**config.mk**
```make
export PLATFORM = sky130hd
export DESIGN_NAME = apb_bridge_nslot
export DESIGN_NICKNAME = d
export VERILOG_FILES = /design/src/rtl/apb_bridge_nslot.sv
export SDC_FILE = /design/constraint.sdc
export NUM_CORES = 1
export LEC_CHECK = 0
export CAP_MARGIN = 0
export CELL_PAD_IN_SITES_DETAIL_PLACEMENT = 0
export CELL_PAD_IN_SITES_GLOBAL_PLACEMENT = 2
export CORE_ASPECT_RATIO = 0.7
export CORE_MARGIN = 5
export CORE_UTILIZATION = 29
export DETAILED_ROUTE_END_ITERATION = 8
export PLACE_DENSITY_LB_ADDON = 0.2
export SYNTH_ARGS = -nofsm -noshare
export SYNTH_HDL_FRONTEND = slang
export SYNTH_SLANG_ARGS = --single-unit
export TNS_END_PERCENT = 50
```
**constraint.sdc**
```tcl
create_clock -name HCLK -period 2.1 [get_ports HCLK]
set_input_delay 0.42 -clock HCLK [delete_from_list [all_inputs] [get_ports HCLK]]
set_output_delay 0.42 -clock HCLK [all_outputs]
set_load 0.02 [all_outputs]
```
**src/rtl/apb_bridge_nslot.sv**
```systemverilog
// AHB-Lite slave to APB4 master bridge with a parametrised slot decode,
// byte strobes, PREADY wait states with timeout, and two-cycle ERROR responses.
module apb_bridge_nslot #(
    parameter int NUM_SLOTS     = 16,
    parameter int SLOT_ADDR_LSB = 24,
    parameter int APB_TIMEOUT   = 256
) (
    input  logic                 HCLK,
    input  logic                 HRESETN,
    input  logic                 HSEL,
    input  logic [31:0]          HADDR,
    input  logic                 HWRITE,
    input  logic [1:0]           HTRANS,
    input  logic [2:0]           HSIZE,
    input  logic [31:0]          HWDATA,
    input  logic                 HREADYIN,
    output logic                 HREADYOUT,
    output logic                 HRESP,
    output logic [31:0]          HRDATA,
    output logic [NUM_SLOTS-1:0] PSEL,
    output logic [31:0]          PADDR,
    output logic                 PWRITE,
    output logic                 PENABLE,
    output logic [31:0]          PWDATA,
    output logic [3:0]           PSTRB,
    input  logic [31:0]          PRDATA,
    input  logic                 PREADY,
    input  logic                 PSLVERR
);

    typedef enum logic [2:0] {IDLE, LATCH, SETUP, ACCESS, ERR1, ERR2} state_t;

    localparam logic        TO_EN   = (APB_TIMEOUT != 0);
    localparam logic [15:0] TO_LAST = 16'(APB_TIMEOUT - 1);

    state_t         state_reg;
    logic [31:0]    haddr_reg;
    logic           hwrite_reg;
    logic [2:0]     hsize_reg;
    logic [15:0]    cnt_reg;

    logic [3:0]           slot;
    logic                 slot_bad;
    logic                 misalign;
    logic                 fault;
    logic                 accept;
    logic [NUM_SLOTS-1:0] psel_next;
    logic [3:0]           pstrb_next;
    logic [31:0]          paddr_next;
    logic                 unused_ok;

    assign slot       = haddr_reg[SLOT_ADDR_LSB +: 4];
    assign slot_bad   = ({1'b0, slot} >= 5'(NUM_SLOTS));
    assign misalign   = ((hsize_reg == 3'd1) && haddr_reg[0]) ||
                        ((hsize_reg == 3'd2) && (haddr_reg[1:0] != 2'b00));
    assign fault      = slot_bad || (hsize_reg > 3'd2) || misalign;
    assign accept     = HSEL && HREADYIN && HTRANS[1] && HREADYOUT;
    assign paddr_next = {{(32-SLOT_ADDR_LSB){1'b0}}, haddr_reg[SLOT_ADDR_LSB-1:0]};
    assign unused_ok  = ^{haddr_reg[31:SLOT_ADDR_LSB], HTRANS[0]};

    genvar gi;
    generate
        for (gi = 0; gi < NUM_SLOTS; gi++) begin : g_psel
            assign psel_next[gi] = (slot == 4'(gi));
        end
    endgenerate

    always_comb begin
        pstrb_next = 4'b0000;
        if (hwrite_reg) begin
            case (hsize_reg)
                3'd0:    pstrb_next = 4'b0001 << haddr_reg[1:0];
                3'd1:    pstrb_next = 4'b0011 << {haddr_reg[1], 1'b0};
                3'd2:    pstrb_next = 4'b1111;
                default: pstrb_next = 4'b0000;
            endcase
        end
    end

    always_ff @(posedge HCLK or negedge HRESETN) begin
        if (!HRESETN) begin
            state_reg  <= IDLE;
            haddr_reg  <= '0;
            hwrite_reg <= 1'b0;
            hsize_reg  <= '0;
            cnt_reg    <= '0;
            HREADYOUT  <= 1'b1;
            HRESP      <= 1'b0;
            HRDATA     <= '0;
            PSEL       <= '0;
            PADDR      <= '0;
            PWRITE     <= 1'b0;
            PENABLE    <= 1'b0;
            PWDATA     <= '0;
            PSTRB      <= '0;
        end else begin
            case (state_reg)
                // ERR2 already drives HREADYOUT=1, so it can take a new address phase
                IDLE, ERR2: begin
                    HRESP <= 1'b0;
                    if (accept) begin
                        haddr_reg  <= HADDR;
                        hwrite_reg <= HWRITE;
                        hsize_reg  <= HSIZE;
                        HREADYOUT  <= 1'b0;
                        state_reg  <= LATCH;
                    end else begin
                        state_reg  <= IDLE;
                    end
                end
                LATCH: begin
                    PWDATA <= HWDATA;
                    if (fault) begin
                        HRESP     <= 1'b1;
                        state_reg <= ERR1;
                    end else begin
                        PSEL      <= psel_next;
                        PADDR     <= paddr_next;
                        PWRITE    <= hwrite_reg;
                        PSTRB     <= pstrb_next;
                        state_reg <= SETUP;
                    end
                end
                SETUP: begin
                    PENABLE   <= 1'b1;
                    cnt_reg   <= '0;
                    state_reg <= ACCESS;
                end
                ACCESS: begin
                    if (PREADY) begin
                        PSEL    <= '0;
                        PENABLE <= 1'b0;
                        if (PSLVERR) begin
                            HRESP     <= 1'b1;
                            state_reg <= ERR1;
                        end else begin
                            if (!hwrite_reg) HRDATA <= PRDATA;
                            HREADYOUT <= 1'b1;
                            state_reg <= IDLE;
                        end
                    end else if (TO_EN && (cnt_reg == TO_LAST)) begin
                        PSEL      <= '0;
                        PENABLE   <= 1'b0;
                        HRESP     <= 1'b1;
                        state_reg <= ERR1;
                    end else begin
                        cnt_reg <= cnt_reg + 16'd1;
                    end
                end
                ERR1: begin
                    HREADYOUT <= 1'b1;
                    state_reg <= ERR2;
                end
                default: begin
                    HREADYOUT <= 1'b1;
                    HRESP     <= 1'b0;
                    state_reg <= IDLE;
                end
            endcase
        end
    end

endmodule

```
## Word level (Yosys, flattened, before mapping)

Index checks and enable logic that the tools add are counted.

- Input port bits: 108
- Flip-flop bits (word level): 163

- Reductions and logical operators: 24
- Bitwise operators: 5
- Magnitude comparators: 1
- Multiplexer cells: 27
- Shift-type cells: 2
- Add/subtract/negate cells: 1
- Equality and inequality tests: 32

Operator list:

| kind | count |
|---|---|
| $mux 16 | 5 |
| $pmux 16 s2 | 2 |
| $eq 4x4->1 const B | 8 |
| $add 16x1->16 const B | 1 |
| $eq 16x8->1 const B | 1 |
| $eq 4x3->1 const B | 4 |
| $pmux 3 s5 | 1 |
| $ne 2x2->1 const B | 7 |
| $mux 3 | 4 |
| $pmux 4 s3 | 1 |
| $reduce_and 4->1 | 3 |
| $mux 1 | 10 |
| $eq 3x2->1 const B | 3 |
| $eq 4x2->1 const B | 2 |
| $eq 3x1->1 const B | 2 |
| $eq 3x3->1 const B | 2 |
| $logic_not 3->1 | 2 |
| $ne 3x3->1 const B | 2 |
| $pmux 1 s3 | 2 |
| $reduce_and 2->1 | 3 |
| $reduce_and 3->1 | 2 |
| $reduce_bool 2->1 | 3 |
| $reduce_or 2->1 | 3 |
| $logic_and 1x1->1 | 5 |
| 9 further kinds | 14 |

## Longest topological paths before layout

Gate-level depths: netlist of run 1.

- Depth in word-level cells: 6
- Mapped depth: 7
- Depth with buffers taken out: 5

## Worst setup path after synthesis of run 1

Ideal clock, no wire load.

- Kind: register -> register
- Start point: reg cnt_reg[0]
- End point: reg cnt_reg[8]
- Cell stages (with the launch flop): 8
- Data arrival time: 1782 ps
- Required time: 1948 ps
- Setup slack: 166 ps
- Period minus slack after synthesis: 1934 ps
- Library setup time: 152 ps
- Buffers on the path: 2
- Cells stage by stage: dfrtp_1 ha_1 and3_1 a41o_1 buf_6 buf_2 o311ai_0 o311ai_0

- Cells in the longest elaborated chain, start to end: 4
- Elaborated cells between the ends (all ways): 7
- Those cells by class: 1 x add/sub; 2 x eq/ne; 3 x mux; 1 x reduce/logical

RTL lines:

| element | RTL line | RTL |
|---|---|---|
| from (decl) | 40 | `logic [15:0] cnt_reg;` |
| from (signal assigned) | 147 | `cnt_reg <= cnt_reg + 16'd1;` |
| $add 16x1->16 | 147 |  |
| $mux 16 | 141 | `end else if (TO_EN && (cnt_reg == TO_LAST)) begin` |
| $mux 16 | 130 | `if (PREADY) begin` |
| $pmux 16 s2 | 97 | `case (state_reg)` |

Parallel ways exist; a longest one is shown, timed or not. The select of a mux whose other input is x is not followed.
A chain may end at the register's enable or synchronous reset.

## Worst setup path in the final report of run 1

- Start point: reg HREADYOUT
- End point: out HREADYOUT

RTL lines:

| element | RTL line | RTL |
|---|---|---|
| from (decl) | 17 | `output logic HREADYOUT,` |
| from (signal assigned) | 87 | `HREADYOUT <= 1'b1;` |
| from (signal assigned) | 105 | `HREADYOUT <= 1'b0;` |
| from (signal assigned) | 138 | `HREADYOUT <= 1'b1;` |

No word-level cell between the ends.

==> out/summary.txt, run 1 <==
status - complete, no violations
Die ar. - 27300 µm²
kind of critical path - reg2out
Power per Cell Area - 1530 nW/µm²
Max Freq - 495 MHz
CTS root buf - clkbuf_16
Syn. warnings - 0
Fin. Hold Viols - 0
compound-cell area share of the yosys netlist - 8.85%
Overall Global Routing Usage - 14.8%
Synth Area in XOR/XNOR - 0%
#FFs+latches synth - 163
clock buffer depth - 2
most frequent cell after synthesis - dfrtp_1
maxcap violations - 0
initial core utilization - 29.5%
Tot Pwr - 15.7 mW
grt ovf - 0
largest net degree at the start of global routing - 54
LEAKAGE - 4.39 nW
gpl congestion - 0.791
Area growth syn-to-layout - 47.3%
hold_ws - 0.456 ns
end-of-flow core utilization - 43.4%
Tmin final - 2.02 ns
I/O Buffers - 214
Post-DRT Antenna Nets - 0
Pins Over Slew Limit - 0
Arr. time, crit path - 1.60 ns
layout cells sized above 1 - 19.5%
Post-Synth Simple-Gate Area - 13.0%
EDFF count, synth - 0
Worst Setup Start Kind - register
via/cell ratio - 4.64
Adder-Cell Fraction of Synth Area - 0.180%
Mapped Avg Cell Area - 11.9 µm²
Post-Syn Area - 6970 µm²
WL per Instance - 17.0 µm
Tcrit/Tclk final - 96.2%
HPWL Detailed - 14300 µm
Synth Instances - 587
CTS Sinks - 163
IO Pins - 228
Rows - 47
H-tree Lvls - 4
Hold Path Class - reg2reg
prevailing post-synth register cell - dfrtp_1
Core ar. - 23600 µm²
delay-heaviest family, CP - buffers and inverters
CP Cell Sequence - clkdlybuf4s50_1
CP bufs+invs - 1
mux cell area share after synthesis - 16.0%
final WL - 19700 µm
DR DRC count - 0
vias in the first global route - 5756
CP Capture Type - output pin
Seq/Total Area, Yosys - 58.6%
CTS tree - done
area leader, netlist - dfrtp_1
antenna cells - 0
Final #Nets - 932
asr flop ratio synth - 100%
first-pass GRT wire length - 32300 µm
Largest stage delay, worst path - 0.61 ns
register clock-pin slew on the reported worst setup and hold paths - 0.07 ns
die outline width - 195 µm
Post-synth top cells - dfrtp_1, nand2_1, mux2_2
die height - 140 µm
crit path max fanout - 4
share of the synthesized area in the top cell type - 58.2%
Via Count - 5360
Max transition margin - 56.3%
Crit path required time - 1.68 ns
initial antenna violation count - 1
Critical-path top delay cell - clkdlybuf4s50_1
Yosys cell types - 54
Synth area leaders - dfrtp_1, mux2_2, nand2_1
final clock skew - 0.00727 ns
RSZ-0062 raised after global routing - true
maximum vdd drop - 667 µV
DRT Pass-1 Iters - 4
1st-iter DRT viols - 268
Layout fillers - 2221
Finish-stage setup viols - 0
number of CTS-inserted buffers - 17
largest family of logic cells by synthesized area - multiplexers
Tightest Pin Transition - 0.655 ns
Clock Latency Late Sink - 0.43 ns
[what timing repair did]
item,in CTS,in global routing
buffers inserted,0,0
hold endpoints to repair,47,0
setup endpoints to repair,0,6
gates resized for setup,0,4
hold buffers,1,0
[worst register-to-register path, stage by stage (launching register included)]
cell,delay [ns]
dfrtp_1,0.39
ha_1,0.21
and3_1,0.22
a41o_1,0.29
buf_4,0.18
or3_1,0.38
o311ai_2,0.25
[worst paths after layout]
kind	startpoint	to	slack (ns)	depth (start not counted)
setup / recovery	HREADYOUT	HREADYOUT	0.08	1
hold / removal	haddr_reg[6]	PADDR[6]	0.46	2
setup reg to reg	cnt_reg[0]	cnt_reg[7]	0.10	6
hold reg to reg	haddr_reg[6]	PADDR[6]	0.46	2
max in group asynchronous	HRESETN	PADDR[20]	0.90	3
min in group asynchronous	HRESETN	PWDATA[17]	0.53	2
[stage by stage]
| stage | area, µm² | std cells | setup slack, ns | TNS (ns) |
|---|---|---|---|---|
| 2_1_floorplan | 6990 | 594 | 0.166 | 0 |
| 3_3_place_gp | 9670 | 1121 | -0.112 | -6.07 |
| 3_5_place_dp | 9670 | 1121 | -0.125 | -6.30 |
| 4_1_cts | 10200 | 1154 | 0.0392 | 0 |
| 5_1_grt | 10300 | 1154 | -0.00549 | -0.00549 |
| 6_report | 10300 | 1154 | 0.0792 | 0 |
[final cells by class]
type / instances / area, µm² / share of cell area (%)
Sequential cell: 163 / 4080 / 39.7
Clock buffer: 20 / 457 / 4.45
Multi-Input combinational cell: 384 / 2700 / 26.3
Inverter: 5 / 18.8 / 0.183
Timing Repair Buffer: 252 / 2510 / 24.4
Tap cell: 318 / 398 / 3.88
Clock inverter: 12 / 105 / 1.02
[report_power, final]
part           total [mW]  switching [mW]  internal (mW)
registers            5.61           0.990           4.62
clock network        2.99            1.30           1.69
logic                7.11            3.57           3.53
[layout by cell type (no fill, tap or decap), drive strengths merged, types with 6 or more instances in the layout]
cell / instances
clkdlybuf4s50: 213
dfrtp: 162
nand2: 119
mux2: 97
buf: 38
o21ai: 20
clkbuf: 20
a32oi: 16
o311ai: 15
nand3: 13
a21oi: 8
conb: 8
nor2: 8
nor2b: 7
nand2b: 7
nor3: 7
inv: 7
or3: 6
o211ai: 6
[kinds of logic after synthesis]
kind of cell             count (synthesis)
multiplexers                            99
flip-flops                             163
adder cells (fa/ha/maj)                  1
AO/OA/AOI/OAI                           84
other                                    1
AND/OR/NAND/NOR                        192
buffers and inverters                   47
[per-layer routing]
metal / vias to the layer above / part of all wire (%) / track usage, %
li1: 2563 / - / -
met3: 18 / 7.4 / 5.90
met2: 148 / 45 / 22.2
met5: - / 0.056 / 0
met1: 2629 / 46 / 20.0
met4: 2 / 1.1 / 4.26
Note: power is estimated with default switching activity, not from simulation.
==> inputs of run 2 (changes only) <==
--- a/config.mk
+++ b/config.mk
@@ -5,6 +5,7 @@
 export SDC_FILE = /design/constraint.sdc
 export NUM_CORES = 1
 export LEC_CHECK = 0
+export ABC_AREA = 0
 export CAP_MARGIN = 0
 export CELL_PAD_IN_SITES_DETAIL_PLACEMENT = 0
 export CELL_PAD_IN_SITES_GLOBAL_PLACEMENT = 2
==> results of run 2 <==
The final DEF is identical to that of run 1; final timing and power are the same.
==> inputs of run 3 (changes only) <==
--- a/config.mk
+++ b/config.mk
@@ -10,7 +10,7 @@
 export CELL_PAD_IN_SITES_DETAIL_PLACEMENT = 0
 export CELL_PAD_IN_SITES_GLOBAL_PLACEMENT = 2
 export CORE_ASPECT_RATIO = 0.7
-export CORE_MARGIN = 5
+export CORE_MARGIN = 3
 export CORE_UTILIZATION = 29
 export DETAILED_ROUTE_END_ITERATION = 8
 export PLACE_DENSITY_LB_ADDON = 0.2
==> run 3 against run 2 <==
Combinational power about the same. Design area grew 0.37%. Sequential power up 0.7%. Worst hold slack improved by 0.0076 ns. Global-route usage increased by 0.92 points. Non-clock buffer count decreased by 1. Worst setup slack worse by 0.0028 ns. Register-to-register slack lost 0.02 ns. Sequential share of layout area down 0.15 points. Highest routed layer unchanged.
==> out/summary.txt, run 3 (synthesis gave the netlist of run 1 again) <==
clock buffer depth - 2 (unchanged)
Tightest Pin Transition - 0.643 ns (was 0.655 ns)
kind of critical path - reg2reg (was reg2out)
Logic pwr share - 44.3% (was 45.2%)
clock power share - 20.3% (was 19.1%)
CP Capture Type - register (was output pin)
largest net degree at the start of global routing - 58 (was 54)
commonest non-fill, non-tap cell in the layout - clkdlybuf4s50_1 (unchanged)
Die ar. - 25900 µm² (was 27300 µm²)
placed cell area - 9670 µm² (about the same)
Worst Setup Start Kind - register (unchanged)
Tcrit/Tclk final - 96.4% (was 96.2%)
Fin. Hold Viols - 0 (unchanged)
Tmin final - 2.02 ns (about the same)
Overall Global Routing Usage - 15.7% (was 14.8%)
share of power burned in registers - 35.3% (was 35.7%)
antenna cells - 0 (unchanged)
Net Sw Frac - 36.5% (was 37.3%)
gpl congestion - 0.777 (was 0.791)
maximum vdd drop - 664 µV (was 667 µV)
Clock Latency Late Sink - 0.43 ns (about the same)
Finish-stage setup viols - 0 (unchanged)
setup_tns - 0 ns (unchanged)
1st-iter DRT viols - 354 (was 268)
H-tree Lvls - 4 (unchanged)
CTS root buf - clkbuf_16 (unchanged)
maxcap violations - 0 (unchanged)
dpl ws - -0.144 ns (was -0.125 ns)
Final Cell Area - 10300 µm² (about the same)
Crit path required time - 2.42 ns (was 1.68 ns)
register clock-pin slew on the reported worst setup and hold paths - 0.06 ns (was 0.07 ns)
CTS Sinks - 163 (unchanged)
layout cells sized above 1 - 19.0% (was 19.5%)
Arr. time, crit path - 2.35 ns (was 1.60 ns)
Tot Pwr - 16.0 mW (was 15.7 mW)
Hold Path Class - reg2reg (unchanged)
via/cell ratio - 4.80 (was 4.64)
Via Count - 5501 (was 5360)
final WL - 19900 µm (was 19700 µm)
HPWL Detailed - 14400 µm (was 14300 µm)
Pins Over Slew Limit - 0 (unchanged)
Placed Instances - 1114 (was 1121)
initial core utilization - 30.1% (was 29.5%)
Core ar. - 23100 µm² (was 23600 µm²)
most frequent cells in the layout - clkdlybuf4s50_1, dfrtp_1, nand2_1 (unchanged)
hold_ws - 0.464 ns (was 0.456 ns)
die outline width - 191 µm (was 195 µm)
Power per Cell Area - 1550 nW/µm² (was 1530 nW/µm²)
Max Freq - 494 MHz (was 495 MHz)
Register Area - 4080 µm² (unchanged)
Layout fillers - 2159 (was 2221)
initial antenna violation count - 1 (unchanged)
I/O Buffers - 214 (unchanged)
CTS tree - done (unchanged)
WL per Instance - 17.3 µm (was 17.0 µm)
vias in the first global route - 5736 (was 5756)
Post-DRT Antenna Nets - 0 (unchanged)
final clock skew - 0.00711 ns (was 0.00727 ns)
end-of-flow core utilization - 44.5% (was 43.4%)
die height - 136 µm (was 140 µm)
setup slack after layout - 0.0764 ns (was 0.0792 ns)
RSZ-0062 raised after global routing - true (unchanged)
IO Pins - 228 (unchanged)
Area growth syn-to-layout - 47.9% (was 47.3%)
final cell count without fillers - 1147 (was 1154)
status - complete, no violations (unchanged)
first-pass GRT wire length - 31800 µm (was 32300 µm)
Final #Nets - 931 (was 932)
DRT Pass-1 Iters - 4 (unchanged)
Max transition margin - 57.1% (was 56.3%)
DR DRC count - 0 (unchanged)
internal power - 10.2 mW (was 9.85 mW)
LEAKAGE - 4.42 nW (was 4.39 nW)
grt ovf - 0 (unchanged)
multi-input logic area - 2690 µm² (was 2700 µm²)
Rows - 46 (was 47)
sw power - 5.84 mW (was 5.87 mW)
crit path max fanout - 9 (was 4)
buffers inserted by post-CTS timing repair - 0 (unchanged)
number of CTS-inserted buffers - 17 (unchanged)
==> run 3: cell count changes in the layout (fill, tap and decap cells not counted), moves of 2 or more <==
cell / before / now
bufinv_16: 1 / 3
inv_6: 2 / 0
clkinv_2: 4 / 2
clkbuf_1: 1 / 3
o311ai_1: 6 / 8
clkbuf_8: 2 / 4
buf_4: 31 / 29
clkinvlp_4: 5 / 2
o311ai_2: 2 / 0
==> run 3: layer usage <==
layer | GRT usage (%) | vias up | wire (µm)
met5 | 0 | - | 9
met4 | 5.21 | 2 | 278
met3 | 5.40 | 25 | 1690
met2 | 24.4 | 179 | 9180
met1 | 20.7 | 2737 | 8720
li1 | - | 2558 | -
==> run 3: worst max-delay path: stages, from the launching register on <==
cell,delay [ns]
dfrtp_1,0.42
ha_1,0.21
and3_1,0.21
a41o_1,0.30
buf_12,0.16
or3_1,0.37
o311ai_1,0.27
==> run 3: area by class of cell <==
class                      count  share of cell area (%)
clock buffer                  24                    4.77
clock inverter                 8                    1.20
inverter                       5                   0.182
multi-input combinational    384                    26.1
sequential                   163                    39.6
tap                          312                    3.79
timing repair buffer         251                    24.4
==> run 3: path summary, 6_finish.rpt <==
check	slack, ns	cells after the start	endpoint	start
min in group asynchronous	0.53	2	PWDATA[18]	HRESETN
worst min register to register	0.46	2	PADDR[15]	haddr_reg[15]
worst min-delay path	0.46	2	PADDR[15]	haddr_reg[15]
worst max-delay path	0.08	6	cnt_reg[7]	cnt_reg[1]
worst max register to register	0.08	6	cnt_reg[7]	cnt_reg[1]
max in group asynchronous	0.86	3	HREADYOUT	HRESETN
==> run 3: power groups by stage <==
stage,sequential (mW),combinational [mW],clock [mW]
floorplan,6.50,2.58,0
global placement,5.61,7.02,0
detailed placement,5.70,7.17,0
CTS,5.67,7.19,3.38
global route,5.87,7.69,3.51
finish,5.65,7.09,3.26
==> run 3: timing repair <==
item                                    in CTS  in global routing
gates resized for setup                      1                  2
pin swaps                                    0                  1
endpoints found under the setup margin      16                  5
hold endpoints to repair                    35                  0
hold buffers                                 1                  0
